`config.mk`:
```
export PLATFORM = sky130hd
export DESIGN_NAME = uart_tx_engine_cfg
export DESIGN_NICKNAME = d
export VERILOG_FILES = /design/src/rtl/uart_tx_engine_cfg.sv
export SDC_FILE = /design/constraint.sdc
export NUM_CORES = 1
export LEC_CHECK = 0
export ABC_AREA = 1
export ABC_CLOCK_PERIOD_IN_PS = 2200
export CORE_ASPECT_RATIO = 1.75
export CORE_MARGIN = 1.5
export CORE_UTILIZATION = 56
export CTS_CLUSTER_DIAMETER = 60
export DETAILED_ROUTE_END_ITERATION = 6
export GPL_TIMING_DRIVEN = 0
export PLACE_DENSITY_LB_ADDON = 0.25
export RECOVER_POWER = 25
export SLEW_MARGIN = 10
export SYNTH_ARGS = -nofsm -noshare
export SYNTH_HDL_FRONTEND = slang
export SYNTH_SLANG_ARGS = --single-unit
```
`constraint.sdc`:
```
create_clock -name clk_i -period 2.2 [get_ports clk_i]
set_clock_uncertainty 0.05 [all_clocks]
set_input_delay 0.44 -clock clk_i [delete_from_list [all_inputs] [get_ports clk_i]]
set_output_delay 0.44 -clock clk_i [all_outputs]
set_load 0.02 [all_outputs]
```
`src/rtl/uart_tx_engine_cfg.sv`:
```
`default_nettype none
// ============================================================================
// Module      : uart_tx_engine_cfg
// Description : Runtime-configurable UART transmitter. Pops one word from the
//               TX FIFO per frame and sends it as start bit, 5..MAX_DATA_BITS
//               data bits (LSB first), optional even/odd parity, and 1 or 2
//               stop bits. The bit period is OSR oversample ticks.
//               Frame format is latched in FETCH, once per frame.
//               Optional line-break generation is enabled by the macro
//               UART_TX_BREAK_EN.
// Revision    : 1.0 - initial release
// ============================================================================
module uart_tx_engine_cfg #(
    parameter int OSR           = 16,
    parameter int MAX_DATA_BITS = 9
) (
    input  logic                     clk_i,
    input  logic                     reset_n_i,
    input  logic                     osr_tick_i,
    input  logic                     tx_fifo_valid_i,
    input  logic [MAX_DATA_BITS-1:0] tx_fifo_data_i,
    output logic                     tx_fifo_ren_o,
    input  logic                     tx_en_i,
    input  logic [3:0]               data_bits_i,
    input  logic [1:0]               parity_mode_i,
    input  logic                     stop_bits_i,
`ifdef UART_TX_BREAK_EN
    input  logic                     send_break_i,
`endif
    output logic                     tx_busy_o,
    output logic                     tx_done_o,
    output logic                     transmit_bit_o
);

    localparam int         OSR_W    = (OSR > 1) ? $clog2(OSR) : 1;
    localparam logic [3:0] MIN_BITS = 4'd5;
    localparam logic [3:0] MAX_BITS = 4'(MAX_DATA_BITS);

`ifdef UART_TX_BREAK_EN
    typedef enum logic [2:0] {
        S_IDLE   = 3'd0,
        S_FETCH  = 3'd1,
        S_START  = 3'd2,
        S_DATA   = 3'd3,
        S_PARITY = 3'd4,
        S_STOP   = 3'd5,
        S_BREAK  = 3'd6,
        S_MARK   = 3'd7
    } state_t;
`else
    typedef enum logic [2:0] {
        S_IDLE   = 3'd0,
        S_FETCH  = 3'd1,
        S_START  = 3'd2,
        S_DATA   = 3'd3,
        S_PARITY = 3'd4,
        S_STOP   = 3'd5
    } state_t;
`endif

    state_t                   state_q;
    logic [OSR_W-1:0]         osr_cnt_q;
    logic [4:0]               bit_cnt_q;
    logic [MAX_DATA_BITS-1:0] shift_q;
    logic [3:0]               nbits_q;
    logic                     par_en_q;
    logic                     par_bit_q;
    logic                     stop2_q;
    logic                     tx_q;
    logic                     ren_q;
    logic                     busy_q;
    logic                     done_q;

    logic [3:0]               w_nbits;
    logic [MAX_DATA_BITS-1:0] w_mask;
    logic                     w_par_en;
    logic                     w_parity;
    logic                     w_baud_tick;
    logic                     w_cnt_en;
    logic                     w_brk_go;

    // Clamp the requested data width into the legal 5..MAX_DATA_BITS range
    always_comb begin
        w_nbits = data_bits_i;
        if (data_bits_i < MIN_BITS) begin
            w_nbits = MIN_BITS;
        end else if (data_bits_i > MAX_BITS) begin
            w_nbits = MAX_BITS;
        end
    end

    // Mask of the bits that are actually sent, so parity ignores upper bits
    always_comb begin
        w_mask = '0;
        for (int i = 0; i < MAX_DATA_BITS; i++) begin
            w_mask[i] = (i < int'(w_nbits));
        end
    end

    // Mode 01 = even, 10 = odd; 00 and 11 carry no parity bit
    assign w_par_en    = ^parity_mode_i;
    assign w_parity    = (^(tx_fifo_data_i & w_mask)) ^ parity_mode_i[1];
    assign w_baud_tick = osr_tick_i && (osr_cnt_q == OSR_W'(OSR - 1));

`ifdef UART_TX_BREAK_EN
    logic [4:0] brk_len_q;
    logic [4:0] w_brk_len;

    // Break length tracks a full frame of the live configuration
    assign w_brk_go  = (state_q == S_IDLE) && tx_en_i && send_break_i;
    assign w_brk_len = 5'd2 + {1'b0, w_nbits} + {4'b0, w_par_en} + {4'b0, stop_bits_i};
    assign w_cnt_en  = (state_q == S_START) || (state_q == S_DATA) ||
                       (state_q == S_PARITY) || (state_q == S_STOP) ||
                       (state_q == S_BREAK) || (state_q == S_MARK) || w_brk_go;
`else
    assign w_brk_go  = 1'b0;
    assign w_cnt_en  = (state_q == S_START) || (state_q == S_DATA) ||
                       (state_q == S_PARITY) || (state_q == S_STOP) || w_brk_go;
`endif

    // Oversample divider; held at zero in IDLE and FETCH so ticks there are dropped
    always_ff @(posedge clk_i or negedge reset_n_i) begin
        if (!reset_n_i) begin
            osr_cnt_q <= '0;
        end else if (!w_cnt_en) begin
            osr_cnt_q <= '0;
        end else if (osr_tick_i) begin
            osr_cnt_q <= w_baud_tick ? '0 : osr_cnt_q + OSR_W'(1);
        end
    end

    // Frame sequencer with registered line, pop, busy and done outputs
    always_ff @(posedge clk_i or negedge reset_n_i) begin
        if (!reset_n_i) begin
            state_q   <= S_IDLE;
            bit_cnt_q <= '0;
            shift_q   <= '0;
            nbits_q   <= MIN_BITS;
            par_en_q  <= 1'b0;
            par_bit_q <= 1'b0;
            stop2_q   <= 1'b0;
            tx_q      <= 1'b1;
            ren_q     <= 1'b0;
            busy_q    <= 1'b0;
            done_q    <= 1'b0;
`ifdef UART_TX_BREAK_EN
            brk_len_q <= '0;
`endif
        end else begin
            ren_q  <= 1'b0;
            done_q <= 1'b0;
            case (state_q)
                S_IDLE: begin
                    tx_q      <= 1'b1;
                    bit_cnt_q <= '0;
`ifdef UART_TX_BREAK_EN
                    if (w_brk_go) begin
                        state_q   <= S_BREAK;
                        busy_q    <= 1'b1;
                        tx_q      <= 1'b0;
                        brk_len_q <= w_brk_len;
                    end else
`endif
                    if (tx_en_i && tx_fifo_valid_i) begin
                        state_q <= S_FETCH;
                        busy_q  <= 1'b1;
                        ren_q   <= 1'b1;
                    end
                end
                S_FETCH: begin
                    shift_q   <= tx_fifo_data_i;
                    nbits_q   <= w_nbits;
                    par_en_q  <= w_par_en;
                    par_bit_q <= w_parity;
                    stop2_q   <= stop_bits_i;
                    bit_cnt_q <= '0;
                    tx_q      <= 1'b0;
                    state_q   <= S_START;
                end
                S_START: begin
                    if (w_baud_tick) begin
                        state_q <= S_DATA;
                        tx_q    <= shift_q[0];
                    end
                end
                S_DATA: begin
                    if (w_baud_tick) begin
                        shift_q <= shift_q >> 1;
                        if (bit_cnt_q == ({1'b0, nbits_q} - 5'd1)) begin
                            bit_cnt_q <= '0;
                            if (par_en_q) begin
                                state_q <= S_PARITY;
                                tx_q    <= par_bit_q;
                            end else begin
                                state_q <= S_STOP;
                                tx_q    <= 1'b1;
                            end
                        end else begin
                            bit_cnt_q <= bit_cnt_q + 5'd1;
                            tx_q      <= shift_q[1];
                        end
                    end
                end
                S_PARITY: begin
                    if (w_baud_tick) begin
                        state_q <= S_STOP;
                        tx_q    <= 1'b1;
                    end
                end
                S_STOP: begin
                    if (w_baud_tick) begin
                        if (bit_cnt_q[0] == stop2_q) begin
                            state_q <= S_IDLE;
                            busy_q  <= 1'b0;
                            done_q  <= 1'b1;
                        end else begin
                            bit_cnt_q <= bit_cnt_q + 5'd1;
                        end
                    end
                end
`ifdef UART_TX_BREAK_EN
                S_BREAK: begin
                    if (w_baud_tick) begin
                        if (bit_cnt_q == (brk_len_q - 5'd1)) begin
                            state_q   <= S_MARK;
                            bit_cnt_q <= '0;
                            tx_q      <= 1'b1;
                        end else begin
                            bit_cnt_q <= bit_cnt_q + 5'd1;
                        end
                    end
                end
                S_MARK: begin
                    if (w_baud_tick) begin
                        state_q <= S_IDLE;
                        busy_q  <= 1'b0;
                        done_q  <= 1'b1;
                    end
                end
`endif
                default: begin
                    state_q <= S_IDLE;
                    busy_q  <= 1'b0;
                    tx_q    <= 1'b1;
                end
            endcase
        end
    end

    assign tx_fifo_ren_o  = ren_q;
    assign tx_busy_o      = busy_q;
    assign tx_done_o      = done_q;
    assign transmit_bit_o = tx_q;

endmodule
`default_nettype wire

```
== Word level (Yosys, flattened, before mapping) ==
Index checks and enable logic that the tools add are counted.
Cells by class
  $add $sub $neg: 3
  order comparisons: 11
  eq/ne operators: 17
  mux-type cells: 36
  bitwise operators: 4
  reductions and logical operators: 17
Operators with widths (count)
  3-bit 2-to-1 mux: 7
  4-bit 2-to-1 mux: 5
  5-bit 2-to-1 mux: 4
  3-bit one-hot mux with 6 select lines: 1
  9-bit one-hot mux with 2 select lines: 1
  3-bit by 4-bit less-than comparator with 1-bit output, first input constant: 4
  5-bit one-hot mux with 3 select lines: 1
  1-bit 2-to-1 mux: 14
  2-bit inequality test, second input constant: 7
  4-bit AND reduction: 3
  9-bit bitwise AND: 1
  9-bit 2-to-1 mux: 1
  9-bit parity: 1
  1-bit by 4-bit less-than comparator with 1-bit output, first input constant: 2
  2-bit by 4-bit less-than comparator with 1-bit output, first input constant: 2
  7-bit AND reduction: 1
  3-bit by 2-bit == test with 1-bit output, second input constant: 2
  3-bit == test, second input constant: 2
  5-bit by 1-bit adder with 5-bit output, second input constant: 1
  5-bit == test: 1
  1-bit one-hot mux with 5 select lines: 1
  4-bit by 1-bit subtractor with 5-bit output, second input constant: 1
  4-bit by 1-bit adder with 4-bit output, second input constant: 1
  4-bit == test, second input constant: 1
  18 further kinds: 23
Word-level totals
  register bits: 32
  word-level logic and storage cells: 100

== Depth between registers and ports, before layout ==
Gate-level depths: netlist of the first run.
  depth after elaboration: 7
  depth in mapped cells: 13

== Worst setup path after synthesis of the first run ==
Ideal clock, no wire load.
  path kind: reg-to-reg
  start point: register nbits_q[0]
  end point: register state_q[0]
  library setup time: 123 ps
  data arrival time: 1656 ps
  data required time: 2027 ps
  slack: 370 ps
  stages on the path, launching flop included: 13
  clock period less this slack: 1830 ps
  cell sequence: dfstp_2 inv_1 ha_1 nand2_1 inv_1 nor2_1 nand3_1 nor2_1 nand2_1 nand2_1 nand2_2 nand2_1 o21ai_2
On the way
  longest elaborated chain between the ends: 4
RTL lines
  start, declared: RTL line 65  | logic [3:0] nbits_q;
  start signal, assigned: RTL line 172  | nbits_q <= w_nbits;
  4-bit by 1-bit subtractor with 5-bit output: RTL line 189  | if (bit_cnt_q == ({1'b0, nbits_q} - 5'd1)) begin
  5-bit == test: RTL line 189
  2-bit by 1-bit inequality test with 1-bit output (no line)
  7-bit AND reduction (no line)
  end signal, assigned: RTL line 192  | state_q <= S_PARITY;
  end signal, assigned: RTL line 195  | state_q <= S_STOP;
  end signal, assigned: RTL line 206  | state_q <= S_STOP;
  end, declared: RTL line 61  | state_t state_q;
Every way passes these cells.
A chain may end at the register's enable or synchronous reset.

== Worst setup path after layout of the first run ==
  start point: register nbits_q[0]
  end point: register state_q[1]
Same word-level chain as after synthesis.

==> flow_summary.toml, run 1 <==
[status]
status = "complete, but fails checks"
violations = "max-capacitance violations, max-slew violations"

[synthesis]
synth_area_um2 = 2100
synth.avg_cell_area_um2 = 6.98
synth-async-reset-ratio_pct = 100
synth_ff_type = "dfrtp_1"
yosys_register_bits = 32
synth_cell_types = 30
yosys.area.top_type = "dfrtp_1"
synth_top_area_share_pct = 34.6
synth_common_cells = "95 x nand2_1, 52 x inv_1, 30 x nand3_1"
yosysSeqAreaShare_pct = 38.3
synthesis.nets = 327
synthTopCellsByArea = "dfrtp_1 35%, nand2_1 17%, inv_1 9.3%"
ys_warn_count = 0
syn_inst = 301
synth_edf_count = 0
yosysMostFrequentCell = "nand2_1"

[power_and_ir_drop]
clkPwrFrac_pct = 15.9
p_total_mw = 3.02
switchingPower_mw = 1.37
power_frac_comb_pct = 52.2
sequentialPowerShare_pct = 31.9
cellLeakagePower_nw = 1.35
p_per_area_nw_per_um2 = 1210
internal_power_mw = 1.65
swShare_pct = 45.3
ir_worst_vdd_mv = 0.890

[global_routing]
antenna_found_initial = 0
grt_max_degree = 33
grt_pass1_wl_um = 7960
grt_overflow_total = 0
grt_pass1_vias = 1911
grt_util_all_layers_pct = 24.7

[critical_path]
r2r-end = "state_q[1]"
crit_path_max_incr_delay_ns = 0.55
cpMostUsedCell = "nand2_1"
arrival_ns = 2.13
ff2ff_setup_slack_ns = 0.19
crit_fanout = 5
cp-endpoint = "state_q[1]"
start_kind = "flop"
path_cells = "inv_1 > ha_1 > nand2_1 > inv_1 > nor2_1 > nand3_1 > nor2_1 > nand2_1 > nand2_2 > nand2_2 > nand2_1 > nand2_1"
crit_slowest_cell = "dfstp_2"
r2r-start = "nbits_q[0]"
required_ns = 2.33
critPathLaunch = "nbits_q[0]"
worstSetupEndpointType = "flop"
path_class = "reg2reg"
r2r_cells = 12

[timing]
fin_crit_ns = 2.01
worstMarginPinSlew_ns = 1.74
timing.final.ws_setup_ns = 0.193
hold_slack_ns = 0.432
rsz0062_at_grt = "no"
slew-limit-headroom_pct = -16.3
slew_viol_final = 33
fin_tns_setup_ns = 0
fmax_mhz = 498
period_share_pct = 91.2
hold_viol_final = 0
setup_viol = 0

[clocking]
htreeDepth = 2
cts_tree = "built"
numCtsBuffers = 5
cts_buffer_depth = 2
postCtsHoldBufs = 0
cts_sinks = 32
insertion_delay_ns = 0.29
ctsRootBufferMaster = "clkbuf_8"
clk_pin_slew_ns = 0.07

[floorplanning]
fp.dieArea_um2 = 4140
initial_core_util_pct = 58.4
rows = 29
die_w_um = 49.3
io-pin-count = 25
die_height_um = 84
core_um2 = 3590

[run]
cap_violations = 1

[drt]
wl_um = 4590
drc = 0
wl_per_cell_um = 12.1
dr_total_vias = 1963
postRouteAntennaNets = 0
drt_first_pass_iters = 4
drt-vias-per-instance = 5.17
drtIter0Drc = 69

[layout]
diodes = 0
fill_cells = 316
syn2layout_area_growth_pct = 19.0
post-route-util_pct = 69.6
drive_above_1_share_pct = 12.3
nets = 359

[place]
gp_congestion = 0.758
place_ws_ns = -0.0210
io_buffers = 24
dpl.hpwl_um = 3440

[min_path]
worstHoldPathType = "reg2reg"
worst min path at each step:
| stage | from | to | depth (start not counted) |
|---|---|---|---|
| after floorplan | reset_n_i | bit_cnt_q[0] | 0 |
| after global placement | par_bit_q | par_bit_q | 2 |
| after detailed placement | par_bit_q | par_bit_q | 2 |
| after CTS | reset_n_i | tx_busy_o | 1 |
| after global routing | par_bit_q | par_bit_q | 2 |
| final | par_bit_q | par_bit_q | 2 |
worst max-delay path, delay by kind of cell, from the launching register on:
| family | cells | cell delay [ns] |
|---|---|---|
| DFF | 1 | 0.55 |
| buffers and inverters | 2 | 0.13 |
| adders and majority gates | 1 | 0.34 |
| and+or+nand+nor | 9 | 0.82 |
power groups by stage:
stage | clock network [mW] | logic, mW | registers (mW)
after global placement | 0 | 1.51 | 0.967
after global routing | 0.500 | 1.80 | 0.988
final | 0.479 | 1.58 | 0.966
after CTS | 0.488 | 1.56 | 0.964
after detailed placement | 0 | 1.55 | 0.974
after floorplan | 0 | 1.16 | 0.969
logic make-up (layout without fill, tap and decap cells):
logic type / count (synthesis) / count (layout) / share of synthesized area, %
simple gates: 160 / 160 / 33.9
buf+inv: 61 / 94 / 11.3
compound gates: 37 / 37 / 10.9
flops: 32 / 32 / 38.3
fa+ha+maj: 5 / 5 / 2.98
xor+xnor: 5 / 5 / 2.09
mux: 1 / 1 / 0.477
layout make-up:
cell class	count	area [um2]	share of cell area [%]
Multi-Input combinational cell	208	1060	42.6
Sequential cell	32	805	32.2
Tap cell	46	57.6	2.30
Timing Repair Buffer	25	241	9.66
Buffer	3	17.5	0.701
Clock inverter	2	10.0	0.401
Inverter	58	220	8.81
Clock buffer	6	82.6	3.30
flip-flops by register name, indices dropped and copies added, names as in the netlist:
| signal | flops |
|---|---|
| par_en_q | 1 |
| tx_fifo_ren_o | 1 |
| transmit_bit_o | 1 |
| tx_busy_o | 1 |
| tx_done_o | 1 |
| nbits_q | 4 |
| state_q | 3 |
| stop2_q | 1 |
| bit_cnt_q | 5 |
| shift_q | 9 |
| osr_cnt_q | 4 |
| par_bit_q | 1 |
per-stage QoR:
stage / cell area [um2] / std cells
final: 2500 / 380
after global routing: 2500 / 380
after CTS: 2480 / 379
after detailed placement: 2390 / 371
after global placement: 2400 / 371
after floorplan: 2100 / 301
layer usage:
layer | up-vias | global-route usage, % | wire length (um)
met5 | - | 0 | 0
met4 | 0 | 10.4 | 80
met3 | 6 | 3.94 | 94
met2 | 27 | 46.1 | 2540
met1 | 922 | 26.5 | 1870
li1 | 1008 | - | -
layout by cell type, fill, tap and decap left out, drive strengths merged:
cell type,instances
nand2,102
inv,58
nand3,32
dfrtp,29
clkdlybuf4s50,23
o21ai,19
nor2,19
o211ai,8
clkbuf,7
a21oi,5
ha,5
nor3,4
buf,4
xnor2,3
dfstp,3
a22oi,2
nand4,2
xor2,2
clkinv,2
o32ai,1
or2,1
mux2i,1
o22ai,1
o31ai,1
repair_timing:
| item | 4_1_cts | 5_1_grt |
|---|---|---|
| setup buffers | 0 | 1 |
| gates resized for setup | 0 | 2 |
| endpoints found under the setup margin | 0 | 6 |
(Power assumes the default switching activity.)
==> inputs of run 2 (changes only) <==
--- a/config.mk
+++ b/config.mk
@@ -12,6 +12,7 @@
 export CORE_UTILIZATION = 56
 export CTS_CLUSTER_DIAMETER = 60
 export DETAILED_ROUTE_END_ITERATION = 6
+export GPL_ROUTABILITY_DRIVEN = 1
 export GPL_TIMING_DRIVEN = 0
 export PLACE_DENSITY_LB_ADDON = 0.25
 export RECOVER_POWER = 25
==> results of run 2 <==
The final DEF is identical to that of run 1; final timing and power are the same.
==> inputs of run 3 (changes only) <==
--- a/config.mk
+++ b/config.mk
@@ -7,9 +7,10 @@
 export LEC_CHECK = 0
 export ABC_AREA = 1
 export ABC_CLOCK_PERIOD_IN_PS = 2200
+export CAP_MARGIN = 30
 export CORE_ASPECT_RATIO = 1.75
 export CORE_MARGIN = 1.5
-export CORE_UTILIZATION = 56
+export CORE_UTILIZATION = 50
 export CTS_CLUSTER_DIAMETER = 60
 export DETAILED_ROUTE_END_ITERATION = 6
 export GPL_ROUTABILITY_DRIVEN = 1
==> flow_summary.toml, run 3 (synthesis gave the netlist of run 1 again) <==
[status]
status = "complete, but fails checks"
violations = "max-capacitance violations, max-slew violations"

[clocking]
postCtsHoldBufs = 0
cts_resized = 0
insertion_delay_ns = 0.28
numCtsBuffers = 5
cts_sinks = 32
clk_pin_slew_ns = 0.07
ctsRootBufferMaster = "clkbuf_8"
htreeDepth = 2
cts_setup_buffers = 0
cts_buffer_depth = 2
cts_tree = "built"

[power_and_ir_drop]
cellLeakagePower_nw = 1.33
p_per_area_nw_per_um2 = 1190
ir_worst_vdd_mv = 0.717
p_total_mw = 2.97

[global_routing]
grt_pass1_wl_um = 7890
grt_util_all_layers_pct = 22.8
top_usage_layer = "met2"
grtUsageMet2_pct = 42.0
use_met3_pct = 4.73
antenna_found_initial = 0
grt_pass1_vias = 1912
use_met1_pct = 24.3
grt_max_degree = 33
grt_overflow_total = 0

[critical_path]
crit_fanout = 5
crit_slowest_cell = "dfstp_2"
cpMostUsedCell = "nand2_1"
required_ns = 2.32
path_class = "reg2reg"
ff2ff_setup_slack_ns = 0.21
arrival_ns = 2.10
worstSetupEndpointType = "flop"
crit_path_max_incr_delay_ns = 0.56
start_kind = "flop"
path_cells = "inv_1 > ha_1 > nand2_1 > inv_1 > nor2_1 > nand3_1 > nor2_1 > nand2_1 > nand2_2 > nand2_2 > nand2_1 > o21ai_2"

[floorplanning]
io-pin-count = 25
core_um2 = 4070
die_w_um = 52.0
rows = 31
initial_core_util_pct = 51.6
fp.dieArea_um2 = 4610
die_height_um = 88.7

[layout]
top_register = "shift_q"
layout.cells.non_filler = 382
largest_reg_flops = 9
fill_cells = 379
top_regs = "shift_q x9, bit_cnt_q x5"
diodes = 0
final_cell_mix = "94 x nand2_1, 52 x inv_1, 30 x nand3_1, 29 x dfrtp_1, 23 x clkdlybuf4s50_1"
nets = 358
final_common_cell = "nand2_1"
syn2layout_area_growth_pct = 18.5
drive_above_1_share_pct = 11.1

[drt]
drt-vias-per-instance = 5.11
drc = 0
wl_per_cell_um = 11.6
dr_total_vias = 1951
drt_first_pass_iters = 4
wl_um = 4440
drtIter0Drc = 39
postRouteAntennaNets = 0

[timing]
slew_viol_final = 33
hold_slack_ns = 0.427
hold_viol_final = 0
timing.final.ws_setup_ns = 0.211
rsz0062_at_grt = "no"
setup_viol = 0
fin_crit_ns = 1.99
period_share_pct = 90.4
slew-limit-headroom_pct = -17.2
worstMarginPinSlew_ns = 1.76
fmax_mhz = 503

[min_path]
worstHoldPathType = "reg2reg"

[place]
place_ws_ns = -0.00931
gp_congestion = 0.867
dpl.hpwl_um = 3460
dp.cells = 374
io_buffers = 24

[run]
cap_violations = 1
## run 3: power breakdown
group	switching (mW)	total, mW	internal, mW	leakage (nW)
Clock	0.207	0.462	0.255	0.0455
Sequential	0.141	0.964	0.823	0.406
Combinational	0.973	1.55	0.573	0.883
## run 3: through the flow
| step | util [%] | cell area [um2] | setup TNS, ns |
|---|---|---|---|
| 3_3_place_gp | 59.0 | 2400 | -1.41 |
| 2_1_floorplan | - | 2100 | 0 |
| 5_1_grt | 61.1 | 2490 | 0 |
| 6_report | 61.1 | 2490 | 0 |
| 4_1_cts | 61.0 | 2490 | 0 |
| 3_5_place_dp | 58.8 | 2400 | -0.0317 |
## run 3: metal layers
layer  wire [um]  vias to the layer above  share of wire, %
met5           0                        -                 0
li1            -                     1015                 -
met3         114                       10               2.6
met2        2440                       29                55
met4         114                        0               2.6
met1        1770                      897                40
## run 3: final cells by class
class	instances	area [um2]	share of cell area (%)
timing repair buffer	24	234	9.41
buffer	3	17.5	0.704
multi-input combinational	208	1060	42.6
tap	49	61.3	2.46
clock buffer	8	90.1	3.62
sequential	32	805	32.3
inverter	58	220	8.85
## run 3: worst max-delay path: cells and delay by family, from the launching register on
kind | cells | cell delay, ns
and+or+nand+nor | 8 | 0.74
DFF | 1 | 0.56
adders and majority gates | 1 | 0.34
buffers and inverters | 2 | 0.14
AOI/OAI and AO/OA | 1 | 0.05
## run 3: final timing paths
path | to | depth (start not counted) | from
worst max-delay path | state_q[0] | 12 | nbits_q[0]
worst min-delay path | par_bit_q | 2 | par_bit_q
worst max register to register | state_q[0] | 12 | nbits_q[0]
worst min register to register | par_bit_q | 2 | par_bit_q
max in group asynchronous | shift_q[4] | 1 | reset_n_i
min in group asynchronous | tx_done_o | 1 | reset_n_i
